## src/rtl/regfile_pkg.sv

```systemverilog
// Shared constants and helpers for the multi-port register file.
package regfile_pkg;

   localparam int REGFILE_DATA_W   = 32;
   localparam int REGFILE_NUM_REGS = 32;
   localparam int ZERO_ADDR        = 0;

   function automatic int clog2(input int n);
      int r;
      r = 0;
      while ((1 << r) < n) r++;
      return r;
   endfunction

endpackage

```

## src/rtl/regfile_mp_if.sv

```systemverilog
// Read/write/issue bus of the register file; the datapath is master, the regfile is slave.
interface regfile_mp_if
   import regfile_pkg::*;
#(
   parameter int DATA_W   = REGFILE_DATA_W,
   parameter int NUM_REGS = REGFILE_NUM_REGS,
   parameter int NUM_READ = 2
);
   localparam int ADDR_W = clog2(NUM_REGS);

   logic [NUM_READ-1:0][ADDR_W-1:0] rs_addr;
   logic [NUM_READ-1:0][DATA_W-1:0] rs_data;
   logic [NUM_READ-1:0]             rs_busy;
   logic                            reg_write;
   logic [ADDR_W-1:0]               rd;
   logic [DATA_W-1:0]               data_in;
   logic                            issue_valid;
   logic [ADDR_W-1:0]               issue_rd;

   modport master (
      output rs_addr, reg_write, rd, data_in, issue_valid, issue_rd,
      input  rs_data, rs_busy
   );

   modport slave (
      input  rs_addr, reg_write, rd, data_in, issue_valid, issue_rd,
      output rs_data, rs_busy
   );
endinterface

```

## src/rtl/regfile_scoreboard.sv

```systemverilog
// Per-register busy bits for RAW hazard detection, plus per-port busy lookup.
module regfile_scoreboard
   import regfile_pkg::*;
#(
   parameter int NUM_REGS    = REGFILE_NUM_REGS,
   parameter int NUM_READ    = 2,
   parameter bit ZERO_REG_EN = 1'b1,
   localparam int ADDR_W     = clog2(NUM_REGS)
) (
   input  logic                            clk,
   input  logic                            reset,
   input  logic                            issue_valid,
   input  logic [ADDR_W-1:0]               issue_rd,
   input  logic                            reg_write,
   input  logic [ADDR_W-1:0]               rd,
   input  logic [NUM_READ-1:0][ADDR_W-1:0] rs_addr,
   output logic [NUM_READ-1:0]             rs_busy
);
   localparam logic [NUM_REGS-1:0] ZERO_M = NUM_REGS'(ZERO_REG_EN);

   logic [NUM_REGS-1:0] busy, set_m, clr_m;

   always_comb begin
      set_m = '0;
      clr_m = '0;
      if (issue_valid) set_m[issue_rd] = 1'b1;
      if (reg_write)   clr_m[rd]       = 1'b1;
   end

   // Set is applied after clear: a new producer supersedes the one writing back.
   always_ff @(posedge clk) begin
      if (reset) busy <= '0;
      else       busy <= ((busy & ~clr_m) | set_m) & ~ZERO_M;
   end

   for (genvar i = 0; i < NUM_READ; i++) begin : g_busy
      assign rs_busy[i] = busy[rs_addr[i]] & ~clr_m[rs_addr[i]] & ~ZERO_M[rs_addr[i]];
   end
endmodule

```

## src/rtl/regfile_mp.sv

```systemverilog
// Multi-read, single-write register file with write-before-read bypass and busy scoreboard.
module regfile_mp
   import regfile_pkg::*;
#(
   parameter int DATA_W      = REGFILE_DATA_W,
   parameter int NUM_REGS    = REGFILE_NUM_REGS,
   parameter int NUM_READ    = 2,
   parameter bit ZERO_REG_EN = 1'b1
) (
   input logic         clk,
   input logic         reset,
   regfile_mp_if.slave bus
);
   localparam int                ADDR_W = clog2(NUM_REGS);
   localparam logic [ADDR_W-1:0] ZA     = ADDR_W'(ZERO_ADDR);

   logic [NUM_REGS-1:0][DATA_W-1:0] regs;
   logic [NUM_READ-1:0][DATA_W-1:0] rdata;

   always_ff @(posedge clk) begin
      if (reset)
         regs <= '0;
      else if (bus.reg_write && !(ZERO_REG_EN && bus.rd == ZA))
         regs[bus.rd] <= bus.data_in;
   end

   // Bypass is held off during reset so the port shows what is actually stored.
   for (genvar i = 0; i < NUM_READ; i++) begin : g_rd
      logic [ADDR_W-1:0] a;
      logic              byp;
      assign a        = bus.rs_addr[i];
      assign byp      = bus.reg_write && !reset && (bus.rd == a);
      assign rdata[i] = (ZERO_REG_EN && a == ZA) ? '0 :
                        byp                      ? bus.data_in : regs[a];
   end

   assign bus.rs_data = rdata;

   regfile_scoreboard #(
      .NUM_REGS    (NUM_REGS),
      .NUM_READ    (NUM_READ),
      .ZERO_REG_EN (ZERO_REG_EN)
   ) u_sb (
      .clk         (clk),
      .reset       (reset),
      .issue_valid (bus.issue_valid),
      .issue_rd    (bus.issue_rd),
      .reg_write   (bus.reg_write),
      .rd          (bus.rd),
      .rs_addr     (bus.rs_addr),
      .rs_busy     (bus.rs_busy)
   );
endmodule

```

## src/flat_wrapper.sv

```systemverilog
// flat-port wrapper written by rule: the top's interface ports become plain ports
module regfile_mp_flat import regfile_pkg::*;
#(
   parameter int DATA_W      = REGFILE_DATA_W,
   parameter int NUM_REGS    = REGFILE_NUM_REGS,
   parameter int NUM_READ    = 2,
   parameter bit ZERO_REG_EN = 1'b1
)
  (clk, reset, bus_rs_addr, bus_reg_write, bus_rd, bus_data_in, bus_issue_valid, bus_issue_rd, bus_rs_data, bus_rs_busy);
  regfile_mp_if #(.DATA_W(DATA_W), .NUM_REGS(NUM_REGS), .NUM_READ(NUM_READ)) bus_i ();
  input logic clk;
  input logic reset;
  input wire logic [$bits(bus_i.rs_addr)-1:0] bus_rs_addr;
  input wire logic [$bits(bus_i.reg_write)-1:0] bus_reg_write;
  input wire logic [$bits(bus_i.rd)-1:0] bus_rd;
  input wire logic [$bits(bus_i.data_in)-1:0] bus_data_in;
  input wire logic [$bits(bus_i.issue_valid)-1:0] bus_issue_valid;
  input wire logic [$bits(bus_i.issue_rd)-1:0] bus_issue_rd;
  output wire logic [$bits(bus_i.rs_data)-1:0] bus_rs_data;
  output wire logic [$bits(bus_i.rs_busy)-1:0] bus_rs_busy;
  assign bus_i.rs_addr = bus_rs_addr;
  assign bus_i.reg_write = bus_reg_write;
  assign bus_i.rd = bus_rd;
  assign bus_i.data_in = bus_data_in;
  assign bus_i.issue_valid = bus_issue_valid;
  assign bus_i.issue_rd = bus_issue_rd;
  assign bus_rs_data = bus_i.rs_data;
  assign bus_rs_busy = bus_i.rs_busy;
  regfile_mp #(.DATA_W(DATA_W), .NUM_REGS(NUM_REGS), .NUM_READ(NUM_READ), .ZERO_REG_EN(ZERO_REG_EN)) u_core (.clk(clk), .reset(reset), .bus(bus_i));
endmodule
```

## config.mk

```make
export PLATFORM = sky130hd
export DESIGN_NAME = regfile_mp_flat
export DESIGN_NICKNAME = d
export VERILOG_FILES = /design/src/rtl/regfile_pkg.sv /design/src/rtl/regfile_mp_if.sv /design/src/rtl/regfile_scoreboard.sv /design/src/rtl/regfile_mp.sv /design/src/flat_wrapper.sv
export SDC_FILE = /design/constraint.sdc
export NUM_CORES = 2
export LEC_CHECK = 0
export CAP_MARGIN = 10
export CORE_UTILIZATION = 50
export DETAILED_ROUTE_END_ITERATION = 7
export GPL_TIMING_DRIVEN = 1
export PLACE_DENSITY = 0.66
export SLEW_MARGIN = 25
export SYNTH_ARGS = -nofsm -noshare
export SYNTH_HDL_FRONTEND = slang
export SYNTH_SLANG_ARGS = --single-unit
```

## constraint.sdc

```tcl
create_clock -name clk -period 3.2 [get_ports clk]
set_clock_uncertainty 0.15 [all_clocks]
set_input_delay 0.32 -clock clk [delete_from_list [all_inputs] [get_ports clk]]
set_output_delay 0.32 -clock clk [all_outputs]
set_load 0.01 [all_outputs]
```

# Word-level counts from Yosys, hierarchy flattened
# Memories as Yosys holds them, arrays and structs flattened.
# Index checks and enable logic that the tools add are counted.
op_classes:
  reduce_logical: 11
  bitwise_logic: 11
  n_eq_ne: 2
  mux: 27
  order_cmp: 6
op_table:
  columns: ["op", "count"]
  rows:
  - ["$bwmux W1024", 1]
  - ["$bmux W32 S5", 2]
  - ["$mux W32", 9]
  - ["$demux W32 S5", 1]
  - ["$and A32 B32 Y32", 1]
  - ["$not A32 Y32", 1]
  - ["$or A32 B32 Y32", 1]
  - ["$lt A5 B6 Y1 const B", 4]
  - ["$bmux W1 S5", 4]
  - ["$logic_not A5 Y1", 3]
  - ["$demux W1 S5", 2]
  - ["$eq A5 B5 Y1", 2]
  - ["$ge A5 B1 Y1 const B", 2]
  - ["$mux W1", 8]
  - ["$logic_and A1 B1 Y1", 6]
  - ["$and A1 B1 Y1", 4]
  - ["$not A1 Y1", 4]
  - ["$logic_not A1 Y1", 2]
totals:
  in_bits: 56
  elab_cells: 93
  mem_count: 2
  ff_bits: 1056
  mem_bits_ro: 64
mem_list:
  columns: ["memory", "depth", "word_bits", "read_ports", "rd_ports_with_merged_regs", "wr", "line_no", "text"]
  rows:
  - ["(no name shown)", 32, 1, 1, 0, 0, "regfile_scoreboard.sv:37", "assign rs_busy[i] = busy[rs_addr[i]] & ~clr_m[rs_addr[i]] & ~ZERO_M[rs_addr[i]];"]
  - ["(no name shown)", 32, 1, 1, 0, 0, "regfile_scoreboard.sv:37", null]

# Depth between registers and ports, before layout
depth:
  word_depth: 10
  ltp_mapped: 10
  depth_no_buf: 5

# Hierarchy
# Synthesis repeated with hierarchy kept, for this count alone.
hier_totals:
  hier_cells: 6314
  hier_area_um2: 54140.7
modules_own_cells:
  columns: ["module", "cells_per_inst", "n_inst", "seq_area_each_um2", "area_per_inst_um2"]
  rows:
  - ["regfile_mp", 6076, 1, 20499.7, 52081.2]
  - ["regfile_scoreboard", 238, 1, 620.6, 2059.5]

# Worst setup path after synthesis
# Ideal clock, no wire load.
synth_timing:
  path_kind: "input-to-output"
  start: "in bus_rs_addr[5]"
  end: "out bus_rs_data[63]"
  t_required_ns: 2.730
  cell_stages: 8
  arrival_time_ns: 2.171
  path_buffers: 4
  path_slack_ns: 0.559
  path_cell_list: "buf_4 > buf_6 > buf_2 > buf_2 > mux4_2 > mux4_2 > a22oi_1 > nand2_1"
synth_between:
  elab_chain_len: 4
  word_cells_on_any_way: 7
synth_rtl:
  columns: ["element", "line_no", "text"]
  rows:
  - ["start, declared", "flat_wrapper.sv:13", "input wire logic [$bits(bus_i.rs_addr)-1:0] bus_rs_addr;"]
  - ["$bmux W32 S5 / $eq A5 B5 Y1 (equally long branches)", "regfile_mp.sv:34, regfile_mp.sv:32", null]
  - ["$mux W32 (not written as such) / $logic_and A1 B1 Y1 (equally long branches)", "regfile_mp.sv:34, regfile_mp.sv:32", null]
  - ["$mux W32", "regfile_mp.sv:34", "byp ? bus.data_in : regs[a];"]
  - ["$mux W32 (*)", "regfile_mp.sv:33", "assign rdata[i] = (ZERO_REG_EN && a == ZA) ? '0 :"]
  - ["end, declared", "flat_wrapper.sv:19", "output wire logic [$bits(bus_i.rs_data)-1:0] bus_rs_data;"]
# Mark *: on every way between the ends. The rest lies on a longest branch, timed or not. The select of a mux whose other input is x is not followed.

# Worst setup path in the final report
layout_timing:
  start: "reg u_core.regs[893] in the netlist's numbering"
  end: "out bus_rs_data[29]"
layout_between:
  elab_chain_len: 4
layout_rtl:
  columns: ["element", "line_no", "text"]
  rows:
  - ["start, declared", "regfile_mp.sv:17", "logic [NUM_REGS-1:0][DATA_W-1:0] regs;"]
  - ["start signal, assigned by index", "regfile_mp.sv:24", "regs[bus.rd] <= bus.data_in;"]
  - ["$bmux W32 S5", "regfile_mp.sv:34", null]
  - ["$mux W32 (not written as such)", "regfile_mp.sv:34", null]
  - ["$mux W32", "regfile_mp.sv:34", null]
  - ["$mux W32", "regfile_mp.sv:33", null]
# Every way passes these cells. The select of a mux whose other input is x is not followed.

==> out/metrics.cfg <==
[yosys]
synthTopCellsByArea=dfxtp_1 39%, mux4_2 24%, nand2_1 15%
synth-edff-count=0
async_reset_ff_frac=0
synth_commonest_cells=2176 x nand2_1, 1055 x dfxtp_1, 1009 x a21oi_1
syn_area_per_cell_sq_um=8.97
ys_ff_latch=1055
synth_ff_type=dfxtp_1
yosys.cell_count.top_type=nand2_1
synth_nets=6084
netlist_area_sq_um=54100
ys_types=61
synth_top_area_frac=0.391
synthCells=6028
yosysSeqAreaShare=0.391
yosys.area.top_type=dfxtp_1
yosys_warnings=0

[finish]
finalNetCount=6210
multiInputGateArea_sq_um=31000
area_growth_syn_to_layout_pct=20.2
seqCellArea_sq_um=21100
drive_gt1_frac=0.244
fillers=9010

[setup_path]
worst-r2r-setup-slack_ns=2.21
required_ns=2.73
slowest_stage=mux4_2
crit_family=multiplexers
cp_num_buf_inv=1
crit_arrival_ns=2.82
cp_common_cell=mux4_2
cp-start-kind=flop
critPathMaxStageDelay_ns=0.55
path_class=reg2out
path_max_fanout=2
crit_chain=mux4_2 -> mux4_2 -> nor2b_4 -> a221o_1 -> buf_2
cp-end-kind=output port

[floorplan]
die_x_um=331
core-area_sq_um=107000
die_area_sq_um=109000
start_util=0.505
fp-row-count=120
die_h_um=331
ios=122

[sta]
finalHoldViolations=0
fin_ws_ns=-0.0865
rsz0062_at_grt=yes
whs_ns=0.117
finalSetupTns_ns=-0.106
slew_viol_final=0
final.period_utilization=1.03
finalSetupViolCount=3
fmax_mhz=304
worst_slew_pin_slew_ns=1.02
slew_headroom=0.319
finalCriticalPeriod_ns=3.29

[placed_design]
io_buffers=121
dp_hpwl_um=141000
dp_worst_setup_slack_ns=-0.581
gp_congestion=0.944

[clock_network]
clock-sinks=1055
clk_pin_slew_worst_paths_ns=0.06
cts.path.max_buffers=3
clock_latency_ns=0.72
htree_levels=3
cts_tree=done
clock-root-buffer=clkbuf_16
cts_buffers=112

[hold_path]
hold_class=in2reg

[pwr]
finalPower_w=0.0311
p_per_area_nw_per_um2=479
peakVddDrop_v=0.000544
p_leak_nw=21.9

[run_status]
violations=setup timing
status=finished, violations left

[detailed_routing]
wirelength_um=236000
drcViolationCount=0
num_vias=52000
drt_pass1_iterations=6
wl_per_cell_um=30.8
drt-vias-per-instance=6.79
ant_nets=0
drt_iter0_drc=8711

[global_routing]
grt_pass1_vias=49200
grt_start_max_net_pins=239
grt_pass1_wl_um=335000
antenna_found_initial=5
grt-ovfl-total=0
grtUsageTotal=0.424

[flow_run]
drv_cap=0

[per-stage QoR]
step | utilization | cells | instance area, sq um
floorplan | - | 6028 | 54100
global placement | 0.562 | 7426 | 60200
detailed placement | 0.562 | 7426 | 60200
CTS | 0.605 | 7643 | 64800
global route | 0.607 | 7656 | 65000
finish | 0.607 | 7659 | 65000
[cell families after synthesis]
kind of cell              after synthesis  synth area share
xor gates and xnor gates               11           0.00178
DFF                                  1055             0.391
muxes                                 674             0.259
and+or+nand+nor                      2438             0.177
AOI/OAI and AO/OA                    1204             0.120
buffers and inverters                 646            0.0518
[state kept, by name, indices dropped and copies added, names as in the netlist]
| signal | count |
|---|---|
| u_core.regs | 1024 |
| u_core.u_sb.busy | 31 |
[final timing paths]
| path | startpoint | endpoint | cells after the start |
|---|---|---|---|
| worst max-delay path | u_core.regs[893] | bus_rs_data[29] | 5 |
| worst min-delay path | reset | u_core.regs[324] | 3 |
| worst max register to register | u_core.u_sb.busy[12] | u_core.u_sb.busy[12] | 3 |
| worst min register to register | u_core.regs[1016] | u_core.regs[1016] | 2 |
[per-layer routing]
metal  GRT usage  part of all wire  up-vias
li1            -                 -    21300
met1       0.532              0.34    25100
met2       0.607              0.42     4356
met3       0.133              0.15     1182
met4       0.327             0.092        6
met5     0.00826           0.00067        -
[timing repair]
action                                 4_1_cts  5_1_grt
pin swaps                                   23       27
endpoints found under the hold margin       40        0
gates resized for setup                    207       73
hold buffers                                 1        0
setup endpoints to repair                   66       48
buffers inserted                             6       10
gates cloned                                 1        0
[area by class of cell]
cell class              count  share of cell area
inverters                  10            0.000655
clock buffers             154              0.0499
repair buffers            648               0.106
flip-flops and latches   1055               0.325
well taps                1403              0.0270
multi-input cells        4327               0.477
clock inverters            57              0.0147
diodes                      5            0.000193
[tightest hold or removal path, cell delays in order]
cell and delay [ns]:
buf_8 0.12, buf_12 0.29, a21oi_1 0.20
[layout by cell type (no fill, tap or decap), drive strengths merged, types with 3 or more instances in the layout]
cell / netlist / layout
nand2: 2176 / 2176
dfxtp: 1055 / 1055
a21oi: 1009 / 1009
mux4: 580 / 580
buf: 141 / 543
clkbuf: 495 / 171
mux2i: 84 / 84
nor2: 75 / 75
nand3: 68 / 68
a22oi: 65 / 65
nor2b: 45 / 45
clkdlybuf4s50: 0 / 43
o21ai: 41 / 41
dlygate4sd2: 0 / 31
clkinv: 3 / 28
nor3: 25 / 25
bufinv: 0 / 22
o22ai: 17 / 17
o211ai: 16 / 16
a221oi: 16 / 16
inv: 7 / 11
a32oi: 10 / 10
mux2: 10 / 10
clkdlybuf4s15: 0 / 10
a221o: 7 / 7
xnor2: 7 / 7
clkinvlp: 0 / 6
and3: 6 / 6
nand2b: 6 / 6
nor4: 6 / 6
diode: 0 / 5
nor3b: 5 / 5
a31oi: 5 / 5
nand4: 4 / 4
xor2: 4 / 4
or2: 4 / 4
a211o: 4 / 4
nand4b: 3 / 3
[where the power goes]
part	switching (W)	internal [W]
combinational	0.00190	0.00112
sequential	0.0000725	0.0132
clock	0.00593	0.00888
total	0.00790	0.0232
No activity file was read; power rests on OpenSTA's default activity.
